==> src/rtl/serdesphy_rx_sync_fifo.sv <==
// Single-clock RX FIFO with occupancy count, watermarks, flush and sticky errors.
// Define SERDESPHY_RX_FIFO_FWFT_EN for first-word-fall-through reads (default: registered reads).
module serdesphy_rx_sync_fifo #(
   parameter int DATA_WIDTH = 8,
   parameter int ADDR_WIDTH = 3,
   parameter int AF_THRESH  = 6,
   parameter int AE_THRESH  = 1
) (
   input  logic                  clk,
   input  logic                  rst_n,
   input  logic                  flush,
   input  logic                  clr_sticky,
   input  logic                  wr_en,
   input  logic [DATA_WIDTH-1:0] wr_data,
   input  logic                  rd_en,
   output logic [DATA_WIDTH-1:0] rd_data,
   output logic                  rd_valid,
   output logic                  full,
   output logic                  empty,
   output logic                  almost_full,
   output logic                  almost_empty,
   output logic [ADDR_WIDTH:0]   level,
   output logic                  overflow,
   output logic                  underflow
);

   localparam int DEPTH = 1 << ADDR_WIDTH;
   localparam int LW    = ADDR_WIDTH + 1;

   logic [DATA_WIDTH-1:0] mem_q [DEPTH];
   logic [ADDR_WIDTH-1:0] wrPtr_q, wrPtr_d;
   logic [ADDR_WIDTH-1:0] rdPtr_q, rdPtr_d;
   logic [LW-1:0]         level_q, level_d;
   logic                  overflow_q, overflow_d;
   logic                  underflow_q, underflow_d;
   logic                  isFull, isEmpty;
   logic                  rdAcc, wrAcc;

   assign isEmpty = (level_q == '0);
   assign isFull  = (level_q == LW'(DEPTH));

   // A write into a full FIFO is still taken when a read frees a slot on the same edge.
   assign rdAcc = rd_en & ~isEmpty;
   assign wrAcc = wr_en & (~isFull | rdAcc);

   assign full         = isFull;
   assign empty        = isEmpty;
   assign almost_full  = (level_q >= LW'(AF_THRESH));
   assign almost_empty = (level_q <= LW'(AE_THRESH));
   assign level        = level_q;
   assign overflow     = overflow_q;
   assign underflow    = underflow_q;

   always_comb begin
      wrPtr_d     = wrPtr_q;
      rdPtr_d     = rdPtr_q;
      level_d     = level_q;
      overflow_d  = overflow_q;
      underflow_d = underflow_q;
      if (flush) begin
         wrPtr_d = '0;
         rdPtr_d = '0;
         level_d = '0;
      end else begin
         if (wrAcc) begin
            wrPtr_d = wrPtr_q + 1'b1;
         end
         if (rdAcc) begin
            rdPtr_d = rdPtr_q + 1'b1;
         end
         case ({wrAcc, rdAcc})
            2'b10:   level_d = level_q + 1'b1;
            2'b01:   level_d = level_q - 1'b1;
            default: level_d = level_q;
         endcase
         // Setting has priority over clearing so no error event is lost.
         if (clr_sticky) begin
            overflow_d  = 1'b0;
            underflow_d = 1'b0;
         end
         if (wr_en & ~wrAcc) begin
            overflow_d = 1'b1;
         end
         if (rd_en & isEmpty) begin
            underflow_d = 1'b1;
         end
      end
   end

   always_ff @(posedge clk or negedge rst_n) begin
      if (!rst_n) begin
         wrPtr_q     <= '0;
         rdPtr_q     <= '0;
         level_q     <= '0;
         overflow_q  <= 1'b0;
         underflow_q <= 1'b0;
      end else begin
         wrPtr_q     <= wrPtr_d;
         rdPtr_q     <= rdPtr_d;
         level_q     <= level_d;
         overflow_q  <= overflow_d;
         underflow_q <= underflow_d;
      end
   end

   // Storage is deliberately left unreset.
   always_ff @(posedge clk) begin
      if (wrAcc & ~flush) begin
         mem_q[wrPtr_q] <= wr_data;
      end
   end

`ifdef SERDESPHY_RX_FIFO_FWFT_EN
   assign rd_data  = isEmpty ? '0 : mem_q[rdPtr_q];
   assign rd_valid = ~isEmpty;
`else
   logic [DATA_WIDTH-1:0] rdData_q, rdData_d;
   logic                  rdValid_q, rdValid_d;

   always_comb begin
      rdValid_d = rdAcc & ~flush;
      rdData_d  = rdData_q;
      if (rdAcc & ~flush) begin
         rdData_d = mem_q[rdPtr_q];
      end
   end

   always_ff @(posedge clk or negedge rst_n) begin
      if (!rst_n) begin
         rdData_q  <= '0;
         rdValid_q <= 1'b0;
      end else begin
         rdData_q  <= rdData_d;
         rdValid_q <= rdValid_d;
      end
   end

   assign rd_data  = rdData_q;
   assign rd_valid = rdValid_q;
`endif

endmodule

==> config.mk <==
export PLATFORM = sky130hd
export DESIGN_NAME = serdesphy_rx_sync_fifo
export DESIGN_NICKNAME = d
export VERILOG_FILES = /design/src/rtl/serdesphy_rx_sync_fifo.sv
export SDC_FILE = /design/constraint.sdc
export NUM_CORES = 1
export LEC_CHECK = 0
export CORE_MARGIN = 3
export CORE_UTILIZATION = 57
export CTS_CLUSTER_SIZE = 40
export DETAILED_ROUTE_END_ITERATION = 7
export PLACE_DENSITY = 0.79
export RECOVER_POWER = 100
export SLEW_MARGIN = 5
export SYNTH_ARGS = -nofsm -noshare
export SYNTH_HDL_FRONTEND = slang
export SYNTH_SLANG_ARGS = --single-unit
export TNS_END_PERCENT = 1
==> constraint.sdc <==
create_clock -name clk -period 2.55 [get_ports clk]
set_input_delay 0.51 -clock clk [delete_from_list [all_inputs] [get_ports clk]]
set_output_delay 0.51 -clock clk [all_outputs]
set_load 0.005 [all_outputs]
==> impl_metrics.json <==
{
  "ys_ff_latch": 85,
  "cts-root-buf": "clkbuf_8",
  "die_h_um": 86.3,
  "crit_chain": "inv_2 -> ha_4 -> nor2b_2 -> and2_0 -> clkdlybuf4s50_1",
  "slowest_stage": "clkdlybuf4s50_1",
  "power.total_mw": 3.38,
  "cpPeakStageDelay_ns": 0.50,
  "worstMarginPinSlew_ns": 1.09,
  "slew_violations": 0,
  "drv_cap": 0,
  "path_max_fanout": 7,
  "p_sw_share_pct": 27.2,
  "synth_edf_count": 64,
  "die_x_um": 86.3,
  "whs_ns": 0.486,
  "grt_max_degree": 24,
  "hold_end": "rd_data[2]",
  "nets": 314,
  "hold_class": "reg2reg",
  "powerDensity_nw_per_um2": 785,
  "cts_made_buffers": 9,
  "dr.pass1.iters": 4,
  "cts_max_level": 3,
  "postRouteAntennaNets": 0,
  "drt_iter0_drc": 174,
  "synth_top_cell_area_share_pct": 52.3,
  "rsz0062_at_grt": "no",
  "syn-num-nets": 266,
  "drc": 0,
  "leakagePower_nw": 1.51,
  "path_class": "reg2out",
  "yosys.cell_types.count": 43,
  "dp.cells": 356,
  "critical_path_arrival_ns": 1.90,
  "grt_util_all_layers_pct": 19.5,
  "fmax_mhz": 415,
  "portBuffers": 32,
  "final.fill_count": 410,
  "layout-drive-gt1-share_pct": 9.70,
  "first_global_vias": 2184,
  "status": "complete, no violations",
  "cp-end-kind": "output port",
  "rows": 28,
  "ir_drop_uv": 566,
  "seqPwrFrac_pct": 49.8,
  "gp_congestion": 0.846,
  "cts_tree": "built",
  "p_int_mw": 2.46,
  "yosysSeqAreaShare_pct": 66.6,
  "r2r_cells": 7,
  "grt-ovfl-total": 0,
  "final_common_cell": "edfxtp_1",
  "fin_cells": 374,
  "n_antenna_cell": 0,
  "grt_first_pass_wirelength_mm": 10.8,
  "syn_inst": 246,
  "setup-violations-final": 0,
  "hpwl_mm": 4.45,
  "start_util_pct": 60.3,
  "hold_start": "rd_data[2]",
  "clockBufferDepth": 2,
  "final_cell_mix": "edfxtp_1, mux2i_1, dlygate4sd3_1",
  "power_frac_comb_pct": 21.9,
  "critPathLaunchType": "flip-flop",
  "skew_ns": 0.00602,
  "ys.flop_type": "edfxtp_1",
  "r2r_end": "mem_q[1][1]",
  "reg2reg_slack_ns": 0.36,
  "hold_viol_final": 0,
  "fin_crit_ns": 2.41,
  "async_flop_share_pct": 24.7,
  "syn-cell-area_um2": 3680,
  "clock_sinks": 85,
  "wl_mm": 6.52,
  "r2r_start": "level[1]",
  "clk_latency_ns": 0.35,
  "vias": 2128,
  "pwr-share-clk_pct": 28.3,
  "die_area_um2": 7450,
  "routed_via_density": 5.69,
  "ioPinCount": 33,
  "cts_hold_buf": 0,
  "min_period_over_period_pct": 94.6,
  "p_sw_mw": 0.919,
  "ys_top_cells_by_area": "edfxtp_1, dfrtp_1, mux2i_1, mux2_1, ha_1",
  "post_drt_wl_per_cell_um": 17.4,
  "slew_headroom_pct": 27.1,
  "ys_warn_count": 0,
  "coreArea_um2": 6100,
  "clkTransAtPathRegs_ns": 0.09,
  "worstPathRequired_ns": 2.04,
  "grt_antenna_before_repair": 0,
  "synth.largest_area_cell": "edfxtp_1",
  "hold_depth": 1,
  "syn_to_final_growth_pct": 17.1,
  "avgSynthCellArea_um2": 14.9,
  "finalSetupTns_ns": 0
}
## cell type report
type / count / area (µm²) / area share [%]
Inverter: 5 / 18.8 / 0.436
Clock buffer: 9 / 124 / 2.88
Timing Repair Buffer: 50 / 410 / 9.53
Clock inverter: 7 / 73.8 / 1.71
Tap cell: 75 / 93.8 / 2.18
Sequential cell: 85 / 2450 / 56.9
Multi-Input combinational cell: 143 / 1140 / 26.4
## through the flow
| step | worst slack (ns) | util [%] | cell area (µm²) |
|---|---|---|---|
| floorplan | 0.282 | - | 3680 |
| global placement | 0.314 | 67.6 | 4120 |
| detailed placement | 0.234 | 67.6 | 4120 |
| CTS | 0.0158 | 71.1 | 4330 |
| global route | 0.0270 | 70.6 | 4310 |
| finish | 0.138 | 70.6 | 4310 |
## how the worst max path moves through the flow
stage,slack [ns],endpoint,from
2_1_floorplan,0.28,mem_q[0][0],level[0]
3_3_place_gp,0.31,full,level[1]
3_5_place_dp,0.23,full,level[1]
4_1_cts,0.02,full,level[1]
5_1_grt,0.03,full,level[1]
6_report,0.14,full,level[1]
## power groups by stage
| stage | sequential (mW) | clock [mW] | combinational, mW |
|---|---|---|---|
| finish | 1.68 | 0.955 | 0.741 |
| global route | 1.70 | 1.03 | 0.822 |
| CTS | 1.69 | 0.972 | 0.770 |
| detailed placement | 1.72 | 0 | 0.748 |
| global placement | 1.71 | 0 | 0.731 |
| floorplan | 1.71 | 0 | 0.384 |
## logic make-up after synthesis
group	Yosys count	synth area share, %
compound gates	34	7.22
xor+xnor	5	1.19
fa+ha+maj	6	2.04
buf+inv	18	2.93
flops	85	66.6
mux	43	12.0
simple gates	55	8.07
## Yosys cell counts, types with 2 or more instances
cell and n:
a21oi_1 4, a221oi_1 8, a22o_1 8, a2bb2oi_1 2
and2_1 3, buf_2 3, buf_4 2, clkbuf_1 3
dfrtp_1 21, edfxtp_1 64, ha_1 6, inv_1 5
mux2_1 8, mux2i_1 35, nand2_1 8, nand2b_1 6
nand3_1 2, nor2_1 17, nor2b_1 5, nor3_1 4
o21a_1 2, o21ai_0 4, o21ai_1 2, xor2_1 5
## timing repair
action,CTS,global route
setup buffers,0,2
setup endpoints to repair,3,1
resized for setup,3,2
## layer usage
metal,vias up,routed length (µm),track usage (%),part of all wire (%)
met5,-,0,0,0
met3,4,245,5.04,3.8
met1,1044,3220,26.4,49
met2,50,3010,30.0,46
met4,0,49,8.50,0.75
li1,1030,-,-,-
## worst max-delay path, delay by kind of cell, from the launching register on
family,cells,cell delay [ns]
adders and majority gates,1,0.18
buffers and inverters,2,0.60
and+or+nand+nor,2,0.33
DFF,1,0.45
## state kept, by name, summed over array words and instances, names as in the netlist
name       cells
overflow       1
rd_data        8
rdPtr_q        3
wrPtr_q        3
mem_q         64
rd_valid       1
underflow      1
level          4
Note: power is estimated with default switching activity, not from simulation.
